## src/rtl/result_writeback_arbiter.sv

```systemverilog
// Shares the result-select/writeback stage between the pipelined add/mul
// path and the iterative div/sqrt unit. One registered output slot with
// valid/ready backpressure; div gets forced priority after STARVE_LIMIT
// consecutive lost arbitrations.
module result_writeback_arbiter #(
    parameter  int unsigned STARVE_LIMIT = 4,
    parameter  int unsigned FRAC_WIDTH   = 32,
    parameter  int unsigned EXP_WIDTH    = 10,
    parameter  int unsigned TAG_WIDTH    = 4,
    localparam int unsigned PW           = 4 + 3 + EXP_WIDTH + FRAC_WIDTH + TAG_WIDTH
) (
    input  logic          clk,
    input  logic          reset,
    input  logic          pipe_valid,
    output logic          pipe_ready,
    input  logic [PW-1:0] pipe_data,
    input  logic          div_valid,
    output logic          div_ready,
    input  logic [PW-1:0] div_data,
    output logic          out_valid,
    input  logic          out_ready,
    output logic [PW-1:0] out_data,
    output logic          out_src
);

    localparam int unsigned CNT_W = 4;

    typedef enum logic {
        PIPE_PRI  = 1'b0,
        DIV_FORCE = 1'b1
    } state_t;

    state_t             state;
    state_t             state_nxt;
    logic [CNT_W-1:0]   starve_cnt;
    logic [CNT_W-1:0]   starve_nxt;
    logic [CNT_W-1:0]   starve_inc;
    logic               accept;
    logic               grant_pipe;
    logic               grant_div;

    // State and starvation counter registers
    always_ff @(posedge clk) begin
        if (reset) begin
            state      <= PIPE_PRI;
            starve_cnt <= '0;
        end else begin
            state      <= state_nxt;
            starve_cnt <= starve_nxt;
        end
    end

    // Grant selection, ready outputs, starvation tracking and next state
    always_comb begin
        state_nxt  = state;
        starve_nxt = starve_cnt;
        grant_pipe = 1'b0;
        grant_div  = 1'b0;
        accept     = !out_valid || out_ready;
        starve_inc = CNT_W'(starve_cnt + CNT_W'(1));

        // No handshake is acknowledged while reset is asserted
        if (!reset && accept) begin
            case (state)
                PIPE_PRI: begin
                    if (pipe_valid)     grant_pipe = 1'b1;
                    else if (div_valid) grant_div  = 1'b1;
                end
                DIV_FORCE: begin
                    if (div_valid)      grant_div  = 1'b1;
                end
                default: ;
            endcase
        end

        pipe_ready = grant_pipe;
        div_ready  = grant_div;

        // A stalled slot grants nobody, so the counter simply holds then
        if (!div_valid || grant_div) begin
            starve_nxt = '0;
        end else if (grant_pipe) begin
            starve_nxt = starve_inc;
        end

        case (state)
            PIPE_PRI: begin
                if (div_valid && grant_pipe && (starve_inc == CNT_W'(STARVE_LIMIT)))
                    state_nxt = DIV_FORCE;
            end
            DIV_FORCE: begin
                // Leave on the div handshake, or if div dropped valid anyway
                if (!div_valid || grant_div)
                    state_nxt = PIPE_PRI;
            end
            default: state_nxt = PIPE_PRI;
        endcase
    end

    // Output slot: load on a handshake, drain when consumed without reload
    always_ff @(posedge clk) begin
        if (reset) begin
            out_valid <= 1'b0;
            out_data  <= '0;
            out_src   <= 1'b0;
        end else if (grant_pipe) begin
            out_valid <= 1'b1;
            out_data  <= pipe_data;
            out_src   <= 1'b0;
        end else if (grant_div) begin
            out_valid <= 1'b1;
            out_data  <= div_data;
            out_src   <= 1'b1;
        end else if (out_ready) begin
            out_valid <= 1'b0;
        end
    end

endmodule

```

## config.mk

```make
export PLATFORM = sky130hd
export DESIGN_NAME = result_writeback_arbiter
export DESIGN_NICKNAME = d
export VERILOG_FILES = /design/src/rtl/result_writeback_arbiter.sv
export SDC_FILE = /design/constraint.sdc
export NUM_CORES = 1
export LEC_CHECK = 0
export BUFFER_PORTS_ARGS = -buffer_cell sky130_fd_sc_hd__buf_4
export CAP_MARGIN = 20
export CORE_MARGIN = 2
export CORE_UTILIZATION = 46
export CTS_CLUSTER_DIAMETER = 30
export DETAILED_ROUTE_END_ITERATION = 12
export PLACE_DENSITY_LB_ADDON = 0.08
export SYNTH_ARGS = -nofsm -noshare
export SYNTH_HDL_FRONTEND = slang
export SYNTH_SLANG_ARGS = --single-unit
```

## constraint.sdc

```tcl
create_clock -name clk -period 1.9 [get_ports clk]
set_clock_uncertainty 0.15 [all_clocks]
set_input_delay 0.19 -clock clk [delete_from_list [all_inputs] [get_ports clk]]
set_output_delay 0.19 -clock clk [all_outputs]
set_load 0.02 [all_outputs]
```

=== Word level (Yosys, flattened, before mapping) ===
Index checks and enable logic that the tools add are counted.

* Register bits: 60
* Memories: 0
* Word-level logic and storage cells: 35
* RAM bits: 0
* Bits in read-only memories: 0
* Bits in latches: 0
* Output and inout bits: 57
* Input port bits: 111

* Shift operators: 0
* Multiplexer cells: 15
* $add $sub $neg: 1
* Reductions and logical operators: 12
* $lt $le $gt $ge: 0
* Bitwise gates (word level): 1
* Equal/unequal tests: 1
* $mul: 0
* Div/mod/pow operators: 0

{| class="wikitable"
|+ Operators by type and width
! operator !! count
|-
| $mux 53 || 2
|-
| $mux 1 || 11
|-
| $add 4x1->4 const B || 1
|-
| $eq 4x3->1 const B || 1
|-
| $pmux 1 s2 || 2
|-
| $reduce_or 2->1 || 2
|-
| $logic_and 1x1->1 || 3
|-
| $logic_not 1->1 || 3
|-
| $reduce_bool 3->1 || 1
|-
| $logic_or 1x1->1 || 2
|-
| $reduce_bool 2->1 || 1
|-
| $not 1->1 || 1
|}

=== Depth between registers and ports, before layout ===
* Word-level depth: 8
* Mapped depth: 6
* Mapped depth without buffers: 4

=== Least setup slack after synthesis ===
No wires, ideal clock.

* Path type: reg-to-reg
* Start: reg state
* End: reg state
* Data required time: 1.691 ns
* Period minus slack after synthesis: 1.495 ns
* Cell stages (with the launch flop): 6
* Arrival: 1.285 ns
* Setup time: 0.059 ns
* Path buffers: 2
* Path slack: 0.405 ns
* Path through: dfxtp_1 nand2b_1 buf_4 buf_8 nor3_2 a31o_1

* Longest elaborated chain between the ends: 6
* Elaborated cells on any way between the ends: 11
* Those cells by class: mux (7); bitwise (1); reduce/logical (3)

{| class="wikitable"
|+ Ends and longest elaborated chain
! item !! RTL line !! text
|-
| start, declared || 33 || <nowiki>state_t state;</nowiki>
|-
| start signal, assigned || 48 || <nowiki>state <= state_nxt;</nowiki>
|-
| $mux 1 || 64 || <nowiki>case (state)</nowiki>
|-
| $mux 1 || 63 || <nowiki>if (!reset && accept) begin</nowiki>
|-
| named net pipe_ready || 15 || <nowiki>output logic pipe_ready,</nowiki>
|-
| $logic_and 1x1->1 (2 in a row) || 88 || <nowiki>if (div_valid && grant_pipe && (starve_inc == CNT_W'(STARVE_LIMIT)))</nowiki>
|-
| $mux 1 || 88 ||
|-
| $pmux 1 s2 || 86 || <nowiki>case (state)</nowiki>
|}

The timed path passes the listed nets, and every way through them passes these cells.
A chain may end at the register's enable or synchronous reset.

=== Final worst setup path ===
* Start: reg out_valid
* End: out pipe_ready

* Longest elaborated chain between the ends: 4

{| class="wikitable"
|+ Ends and longest elaborated chain
! item !! RTL line !! text
|-
| start, declared || 20 || <nowiki>output logic out_valid,</nowiki>
|-
| start signal, assigned || 103 || <nowiki>out_valid <= 1'b0;</nowiki>
|-
| start signal, assigned || 107 || <nowiki>out_valid <= 1'b1;</nowiki>
|-
| start signal, assigned || 111 || <nowiki>out_valid <= 1'b1;</nowiki>
|-
| $logic_not 1->1 || 59 || <nowiki>accept = !out_valid || out_ready;</nowiki>
|-
| $logic_or 1x1->1 || 59 ||
|-
| $logic_and 1x1->1 || 63 ||
|-
| $mux 1 || 63 ||
|-
| end, declared || 15 ||
|}

No other way between the ends.

==> results by group <==
Synthesis
  – Top area cells in the synthesized netlist: dfxtp_1 (36%), mux2i_1 (16%), nand2b_1 (10%)
  – Top cell type by total area after synthesis: dfxtp_1
  – Top-area cell type share of the netlist area: between 30% and 40%
  – Synth cell types: 31
  – Cell count after synthesis: 342
  – Register bit count reported by yosys: 60
  – Synth top cells by count: dfxtp_1 (60), inv_1 (55), mux2i_1 (55), nand2b_1 (55), a221oi_1 (31)
  – Async S/R FF share, synth: 0%
  – Post-synth EDFFs: 0
  – Cell with the most instances after synthesis: dfxtp_1
  – Syn avg cell area: slightly below 10 sq um
  – Mapped Area: approximately 3300 sq um
  – Syn_nets: 455
  – Seq/Total Area, Yosys: 35.94%
  – YS warnings: 0
  – Prevailing post-synth register cell: dfxtp_1

Power and ir drop
  – Switching fraction of total power: roughly 29%
  – Seq pwr share: 40.3%
  – Psw: 1.001 mW
  – Leakage power: between 2 and 2.5 nW
  – Clock power share: 33.6%
  – Pwr Total: roughly 3.5 mW
  – VDD IR max: around 360 uV
  – Pwr Density: 712.7 nW/um^2
  – Cell-internal power: 2.497 mW
  – Comb pwr share: 26.1%

STA
  – Slew HR: 66.53%
  – Final TNS setup: 0 ns
  – Unrepaired setup endpoints after global routing: false
  – Final worst slack: 0.1009 ns
  – Final setup fails: 0
  – Fmax achieved: 555.8 MHz
  – Worst slew pin tran: 0.5010 ns
  – Worst hold margin: 0.06116 ns
  – Min Tclk post-route: 1.799 ns
  – Final hold viol count: 0
  – Fin crit share: between 90% and 100%
  – Max Transition Viols Final: 0

Worst hold path
  – Worst Hold Class: input port to flip-flop

Flow run
  – Max-cap violations: 0

Clock tree
  – Depth of the CTS H-tree: 3
  – CTS resizes: 0
  – Clk pin slew, worst setup/hold paths: approximately 0.070 ns
  – Longest Clk Path Bufs: 2
  – CTS Sinks: 60
  – CTS root buffer: clkbuf_8
  – Postcts setup bufs: 2
  – Hold Buf Count CTS: 0
  – Inserted Clock Buffers: 9
  – Worst-skew pair later-pin latency: between 0.3 and 0.4 ns
  – CTS tree: built

Routing
  – Starting DRT DRC Count: 92
  – DRC errors left: 0
  – DRT antenna net count: 0
  – Detailed-route wire length per cell: 14.36 microns
  – Via count: 3059
  – Initial DRT Pass Iterations: 4
  – Vias per cell: 5.023
  – Post-Route WL: 8.747 mm

Final layout
  – Post-layout util: 68.78%
  – Post-route cell area: roughly 5000 sq um
  – Filler instances: around 630
  – Fin cells: between 600 and 700
  – Share of layout cells above drive strength 1: 44.31%
  – Layout area overhead: 46.87%
  – Ant. Diodes: 0
  – Final #Nets: 618

Critical path
  – Worst path max stage delay: 0.34 ns
  – CP cell instances: nor2b_1, buf_4, nor3_2, buf_4
  – CP Data Required Time: 1.56 ns
  – Crit Path Category: flip-flop to output pin
  – Crit path max fanout: 11
  – CP Buf/Inv Count: 2
  – Family with the most delay on the worst path: buffers and inverters
  – Worst path slowest cell: dfxtp_1
  – Worst path most repeated cell: buf_4
  – Arr. time, crit path: 1.46 ns
  – Nature of the critical path endpoint: output pin
  – Critical Path Start Type: flip-flop

Placed design
  – Placement Setup Slack: 0.2371 ns
  – IO Port Bufs: 167
  – Placed cells: 591
  – Dpl cell area: 4691 sq um
  – Post-DP HPWL: 6.429 mm
  – GPL Wtd Cong: 0.7242

Die
  – Core Rows: 31
  – Starting density of the core: 46.83%
  – Die Ht: 89.24 microns
  – I/O pins: 168
  – Core footprint: 7137 sq um
  – Die span in x: 89.24 microns
  – DIE AREA: 7963 sq um

GRT
  – Global route total overflow: 0
  – Vias in the first global route: 2819
  – Largest net degree at the start of global routing: 38
  – Initial antenna violation count: 0
  – Total GRT Usage: 21.28%
  – First-pass GRT wire length: 12.98 mm

Run status
  – Status: complete, no violations
==> power groups by stage <==
stage,clock (mW),sequential [mW],combinational [mW]
after floorplan,0,1.55,0.395
after global placement,0,1.43,0.908
after detailed placement,0,1.44,0.920
after CTS,1.20,1.41,0.924
after global routing,1.25,1.42,0.987
final,1.17,1.41,0.914
==> kinds of logic after synthesis <==
| family | share of synthesized area (%) |
|---|---|
| compound gates | 21.00 |
| xor+xnor | 0.5242 |
| fa+ha+maj | 0.7487 |
| buf+inv | 12.09 |
| flops | 35.94 |
| mux | 16.47 |
| simple gates | 13.22 |
==> worst reg2reg max path, cell delays in order (launching register included) <==
cell and delay (ns):
dfxtp_1 0.36, nand2b_4 0.18, buf_4 0.24, buf_4 0.24
mux2i_1 0.24, a221oi_2 0.07
==> cells in the final DEF (no fill, tap or decap) <==
master / instances
o211ai_4: 1
nor3_1: 1
nor2b_1: 3
clkinv_1: 1
inv_1: 55
nor2_4: 1
mux2i_1: 55
xnor2_1: 1
ha_1: 2
clkbuf_1: 1
o21ai_0: 1
nand2b_1: 54
clkinvlp_4: 1
o31ai_1: 2
clkinv_2: 2
buf_4: 181
nand4_1: 2
a221oi_2: 22
clkbuf_8: 11
a21oi_1: 4
buf_12: 3
a31o_1: 1
nor4_2: 1
dfxtp_1: 60
and3_1: 2
nand3_1: 1
and4b_1: 1
a221oi_1: 31
or4_1: 1
xor2_1: 1
nor3_2: 1
bufinv_16: 1
nand2b_4: 1
o211ai_1: 4
==> final cells by class <==
class	instances	area (sq um)	area share, %
Clock buffer	12	155.1	3.161
Clock inverter	4	47.55	0.9686
Inverter	56	210.2	4.282
Multi-Input combinational cell	194	1752	35.69
Sequential cell	60	1201	24.47
Tap cell	99	123.9	2.524
Timing Repair Buffer	184	1419	28.91
==> path summary, 6_finish.rpt <==
| check | from | to | slack [ns] | cells after the start |
|---|---|---|---|---|
| setup / recovery | out_valid$_SDFFE_PP0P_ | pipe_ready | 0.10 | 4 |
| hold / removal | pipe_data[0] | out_data[0]$_SDFFE_PP0P_ | 0.06 | 3 |
| setup reg to reg | state$_SDFF_PP0_ | out_data[32]$_SDFFE_PP0P_ | 0.30 | 5 |
| hold reg to reg | out_data[16]$_SDFFE_PP0P_ | out_data[16]$_SDFFE_PP0P_ | 0.31 | 2 |
==> layer usage <==
| layer | GRT usage [%] | wire length (microns) | vias to the layer above |
|---|---|---|---|
| met5 | 0 | 0 | - |
| met4 | 8.684 | 133 | 0 |
| met3 | 6.279 | 735 | 12 |
| met2 | 36.43 | 4389 | 112 |
| met1 | 24.89 | 3488 | 1403 |
| li1 | - | - | 1532 |
==> flip-flops by register name, summed over array words and instances, names as in the netlist <==
| name | flops |
|---|---|
| out_valid | 1 |
| out_data | 53 |
| state | 1 |
| out_src | 1 |
| starve_cnt | 4 |
(Power assumes the default switching activity.)
